===== src/rtl/matrix_fifo_sched.sv =====
// matrix_fifo_sched
// Merges two producer pixel streams round-robin into the 8-bit matrix FIFO of
// the YOLO feature-map path and schedules fixed-length read bursts from that
// FIFO towards the downstream matrix builder.
//
// Ports:
//   clk, tb_rst                     clock (both FIFO ports) / async active-high reset
//   s0_valid/s0_data/s0_ready       producer 0 handshake
//   s1_valid/s1_data/s1_ready       producer 1 handshake
//   fifo_wr_en/fifo_wr_data         FIFO write port, fifo_wr_full flag in
//   fifo_rd_en/fifo_rd_data         FIFO read port (data 1 cycle after rd_en), fifo_rd_empty in
//   m_ready                         downstream can accept a whole burst
//   m_valid/m_data/m_last           burst output stream
//   occupancy                       internally tracked FIFO word count
//   err_ovf/err_unf                 sticky overflow / underflow flags
module matrix_fifo_sched #(
  parameter int DATA_WIDTH  = 8,
  parameter int DEPTH_WIDTH = 10,
  parameter int BURST_LEN   = 16,
  parameter int HEADROOM    = 4
) (
  input  logic                   clk,
  input  logic                   tb_rst,
  input  logic                   s0_valid,
  input  logic [DATA_WIDTH-1:0]  s0_data,
  output logic                   s0_ready,
  input  logic                   s1_valid,
  input  logic [DATA_WIDTH-1:0]  s1_data,
  output logic                   s1_ready,
  output logic                   fifo_wr_en,
  output logic [DATA_WIDTH-1:0]  fifo_wr_data,
  input  logic                   fifo_wr_full,
  output logic                   fifo_rd_en,
  input  logic [DATA_WIDTH-1:0]  fifo_rd_data,
  input  logic                   fifo_rd_empty,
  input  logic                   m_ready,
  output logic                   m_valid,
  output logic [DATA_WIDTH-1:0]  m_data,
  output logic                   m_last,
  output logic [DEPTH_WIDTH:0]   occupancy,
  output logic                   err_ovf,
  output logic                   err_unf
);

  localparam int CW = DEPTH_WIDTH + 1;
  localparam logic [CW-1:0] WR_LIMIT  = CW'((2 ** DEPTH_WIDTH) - HEADROOM);
  localparam logic [CW-1:0] BURST_WDS = CW'(BURST_LEN);
  localparam logic [CW-1:0] LAST_BEAT = CW'(BURST_LEN - 1);
  localparam logic [CW-1:0] ONE       = CW'(1);
  localparam logic [CW-1:0] ZERO      = CW'(0);

  typedef enum logic [0:0] {IDLE = 1'b0, BURST = 1'b1} state_t;

  state_t          state, state_nxt;
  logic [CW-1:0]   occ;
  logic [CW-1:0]   beat_cnt, beat_cnt_nxt;
  logic            rr_ptr;      // producer that wins when both are valid
  logic            grant0, grant1;
  logic            wr_ok;
  logic            rd_en;
  logic            last_beat;

  // Round-robin grant: single requester always wins, tie goes to rr_ptr.
  always_comb begin
    grant0 = 1'b0;
    grant1 = 1'b0;
    if (s0_valid && s1_valid) begin
      grant0 = ~rr_ptr;
      grant1 = rr_ptr;
    end else begin
      grant0 = s0_valid;
      grant1 = s1_valid;
    end
  end

  // Headroom keeps a few slots free to cover FIFO flag latency; reset blocks writes.
  assign wr_ok        = !tb_rst && (occ < WR_LIMIT) && !fifo_wr_full;
  assign s0_ready     = grant0 && wr_ok;
  assign s1_ready     = grant1 && wr_ok;
  assign fifo_wr_en   = s0_ready | s1_ready;
  assign fifo_wr_data = s1_ready ? s1_data : (s0_ready ? s0_data : {DATA_WIDTH{1'b0}});
  assign fifo_rd_en   = rd_en;
  assign occupancy    = occ;
  // FIFO has no output register; mask data outside valid beats.
  assign m_data       = m_valid ? fifo_rd_data : {DATA_WIDTH{1'b0}};

  // Round-robin pointer moves only on an accepted write.
  always_ff @(posedge clk or posedge tb_rst) begin
    if (tb_rst) begin
      rr_ptr <= 1'b0;
    end else if (fifo_wr_en) begin
      rr_ptr <= s0_ready;
    end
  end

  // Occupancy counter; a simultaneous write and read cancel out.
  always_ff @(posedge clk or posedge tb_rst) begin
    if (tb_rst) begin
      occ <= ZERO;
    end else begin
      case ({fifo_wr_en, rd_en})
        2'b10:   occ <= occ + ONE;
        2'b01:   occ <= (occ != ZERO) ? (occ - ONE) : occ;
        default: occ <= occ;
      endcase
    end
  end

  // Read FSM next state; empty mid-burst just stalls the burst without losing beats.
  always_comb begin
    state_nxt    = state;
    beat_cnt_nxt = beat_cnt;
    rd_en        = 1'b0;
    last_beat    = 1'b0;
    case (state)
      IDLE: begin
        if ((occ >= BURST_WDS) && m_ready) begin
          state_nxt    = BURST;
          beat_cnt_nxt = ZERO;
        end else begin
          state_nxt    = IDLE;
        end
      end
      BURST: begin
        rd_en = !fifo_rd_empty;
        if (rd_en) begin
          beat_cnt_nxt = beat_cnt + ONE;
          if (beat_cnt == LAST_BEAT) begin
            last_beat = 1'b1;
            state_nxt = IDLE;
          end else begin
            state_nxt = BURST;
          end
        end else begin
          state_nxt = BURST;
        end
      end
      default: begin
        state_nxt    = IDLE;
        beat_cnt_nxt = ZERO;
      end
    endcase
  end

  // Read FSM state and beat counter registers.
  always_ff @(posedge clk or posedge tb_rst) begin
    if (tb_rst) begin
      state    <= IDLE;
      beat_cnt <= ZERO;
    end else begin
      state    <= state_nxt;
      beat_cnt <= beat_cnt_nxt;
    end
  end

  // Output stream flags aligned with the FIFO read latency, plus sticky error flags.
  always_ff @(posedge clk or posedge tb_rst) begin
    if (tb_rst) begin
      m_valid <= 1'b0;
      m_last  <= 1'b0;
      err_ovf <= 1'b0;
      err_unf <= 1'b0;
    end else begin
      m_valid <= rd_en;
      m_last  <= last_beat;
      err_ovf <= err_ovf | (fifo_wr_en & fifo_wr_full);
      err_unf <= err_unf | (rd_en & fifo_rd_empty);
    end
  end

endmodule


===== config.mk =====
export PLATFORM = sky130hd
export DESIGN_NAME = matrix_fifo_sched
export DESIGN_NICKNAME = d
export VERILOG_FILES = /design/src/rtl/matrix_fifo_sched.sv
export SDC_FILE = /design/constraint.sdc
export NUM_CORES = 1
export LEC_CHECK = 0
export BUFFER_PORTS_ARGS = -buffer_cell sky130_fd_sc_hd__buf_2
export CORE_UTILIZATION = 45
export CTS_CLUSTER_DIAMETER = 120
export CTS_CLUSTER_SIZE = 16
export DETAILED_ROUTE_END_ITERATION = 12
export PLACE_DENSITY = 0.71
export SYNTH_ARGS = -nofsm -noshare
export SYNTH_HDL_FRONTEND = slang
export SYNTH_SLANG_ARGS = --single-unit

===== constraint.sdc =====
create_clock -name clk -period 3.35 [get_ports clk]
set_input_delay 0.1675 -clock clk [delete_from_list [all_inputs] [get_ports clk]]
set_output_delay 0.1675 -clock clk [all_outputs]
set_load 0.01 [all_outputs]

==> results by group <==
Detailed routing
  • Total Wirelength: 3610 um
  • Drt pass-1 iters: 4
  • Final ANT Viol Nets: 0
  • Vias/cell: 5.39
  • Initial DRC Count: between 40 and 50
  • DR WL/cell: roughly 13 um
  • DRC: 0
  • Vias: around 1500

Setup path
  • Critical Path End Type: flop
  • CP Data Required Time: 3580 ps
  • Critical-path maximum fanout: 7
  • Arr. time, crit path: between 3000 and 4000 ps
  • Startpoint Class: flop
  • CP Class: reg2reg

Finish
  • Finished Cell Area: between 0.002 and 0.0025 mm2
  • Area occupied by multi-input gates: about 850 um2
  • Layout cell share with drive strength beyond 1: 0.361
  • Fin cells: between 200 and 300
  • # fillers: around 310
  • Final net count: approximately 270
  • Reg area: about 700 um2
  • Antenna Cells: 0
  • Synth-to-Final Area Change: 25.9%

Global routing
  • Initial antenna violation count: 0
  • Number of global-route vias before repair: 1314
  • Largest net degree at the start of global routing: 29
  • First-pass GRT wire length: 5600 um
  • Total gr overflow: 0
  • Tot GR Track Use: 0.200

Logic synthesis
  • Syn_nets: around 200
  • Synth area leader: dfrtp_1
  • Main synth FF type: dfrtp_1
  • #FFs+latches synth: 28
  • Ys async rst share: 1.00
  • Syn Std Cell Area: roughly 0.0016 mm2
  • Commonest cells in the synthesized netlist: 28 x dfrtp_1, 15 x nor2_1, 13 x nand2_1
  • Avg Cell Area, Syn: between 9 and 10 um2
  • YS warnings: 0
  • Ranking of synthesized cells by area: dfrtp_1 43%, a22o_1 4.3%, xor2_1 4.3%, nor2_1 3.5%, o21ai_0 3.4%
  • Distinct cells, synth: 43
  • Cell count after synthesis: approximately 170
  • Sequential element share of the synthesized area: 0.432
  • Top cell type's share of synthesized area: 0.432
  • Most common cell in the netlist: dfrtp_1
  • Post-synth EDFFs: 0

Timing
  • Crit share post-route: 0.943
  • Final min period: approximately 3200 ps
  • Slew @ Worst Pin: around 1100 ps
  • Setup total negative slack: 0 ps
  • Hold WS: 78.7 ps
  • RSZ-0062 raised after global routing: false
  • F_max: roughly 0.32 GHz
  • Rel. slew slack: 0.299
  • Final hold violation count: 0
  • Fin. max-slew vios: 0
  • Final setup viols: 0
  • Final setup skew: 3.52 ps

Clock network
  • Post-CTS setup buffers: 0
  • Clock-pin transition on the worst setup and hold timing paths: approximately 150 ps
  • Cts bufs inserted: 3
  • CTS tree: built
  • TritonCTS Sinks: 28
  • Hold bufs inserted after CTS: 0
  • Insertion delay to the later sink of the worst-skew pair: around 330 ps
  • Max Buffers Root-to-Sink: 2
  • Cts repair resizes: 0
  • H-tree Lvls: 1
  • Clk root buf: clkbuf_4

Pwr
  • Power Density: between 600 and 700 mW/mm2
  • VDD IR-drop max: 336 uV
  • Pleak: approximately 0.001 uW

Floorplanning
  • Starting Density: 0.478
  • Die area: between 0.003 and 0.004 mm2
  • DIE HEIGHT: just over 60 um
  • Ports: 66
  • Row count: 21
  • Chip Width: 62.0 um
  • Core area: roughly 0.0034 mm2

Status
  • Status: finished clean

Place
  • HPWL Detailed: approximately 2800 um
  • Placed cells: between 200 and 300
  • Area of placed instances: between 0.0015 and 0.002 mm2
  • Gpl congestion: 0.899
  • Buffers on Ports: 65

Hold path
  • HP Class: in2async

Job
  • Max-Cap Viols: 0
-- area by class of cell --
| class | instances | share of cell area |
|---|---|---|
| multi-input combinational | 127 | 0.418 |
| sequential | 28 | 0.344 |
| timing repair buffer | 68 | 0.171 |
| tap | 46 | 0.0282 |
| clock inverter | 1 | 0.0147 |
| inverter | 6 | 0.0135 |
| clock buffer | 3 | 0.0110 |
-- registers in the layout, summed over array words and instances (netlist names) --
| name | cells |
|---|---|
| state | 1 |
| err_unf | 1 |
| rr_ptr | 1 |
| err_ovf | 1 |
| beat_cnt | 11 |
| occupancy | 11 |
| m_valid | 1 |
| m_last | 1 |
-- report_power, final --
part | switching [uW] | internal [uW] | total (uW)
clock network | 103 | 121 | 223
logic | 249 | 209 | 458
registers | 123 | 423 | 546
-- stage by stage --
step	total power (uW)	util	setup slack (ps)
after global placement	1010	0.586	255
after floorplan	851	-	339
final	1230	0.602	191
after detailed placement	1010	0.586	242
after global routing	1320	0.602	37.1
after CTS	1240	0.602	200
-- metal layers --
metal  vias up  wire length [um]  track usage
met5         -                 0            0
met4         0                23       0.0540
met3         2               246       0.0311
met2        66              1670        0.342
met1       697              1670        0.264
li1        740                 -            -
-- cells in the final DEF, fill, tap and decap left out, types with 2 or more instances in the layout --
cell type  count
a21oi_1        3
a22o_1         8
a31oi_1        3
and2_1         8
and3_1         4
buf_2         65
buf_4          3
clkbuf_4       3
dfrtp_1       28
ha_1           2
inv_1          5
mux2_2         2
nand2_1       13
nand2b_1       3
nand3_1        7
nand4_1        5
nor2_1        15
nor3_1         4
nor3_2         2
nor4_1         4
o21ai_0       11
o2bb2ai_1      2
xnor2_1        5
xor2_1         8
-- worst max-delay path, stage by stage (launching register included) --
cell	delay, ps
dfrtp_1	440
or3_4	400
a311o_4	430
nand2_1	110
xnor2_1	70
ha_1	260
or4_4	440
nor3_2	110
nand4_1	190
or4_1	460
xnor2_1	140
-- logic make-up (layout without fill, tap and decap cells) --
group                    count (synthesis)  after routing  share of synthesized area
buffers and inverters                   14             78                     0.0409
AO/OA/AOI/OAI                           37             37                      0.175
flip-flops                              28             28                      0.432
adder cells (fa/ha/maj)                  2              2                     0.0154
XOR/XNOR                                13             13                     0.0703
multiplexers                             3              3                     0.0201
AND/OR/NAND/NOR                         72             72                      0.246
-- path summary, 6_finish.rpt --
kind,startpoint,endpoint,slack [ps],cells past startpoint
worst max-delay path,occupancy[10],occupancy[10],190,10
worst min-delay path,tb_rst,occupancy[5],80,2
worst max register to register,occupancy[10],occupancy[10],190,10
worst min register to register,err_ovf,err_ovf,390,0
max in group asynchronous,tb_rst,occupancy[2],2640,2
min in group clk,m_ready,state,100,3
Note: power is estimated with default switching activity, not from simulation.
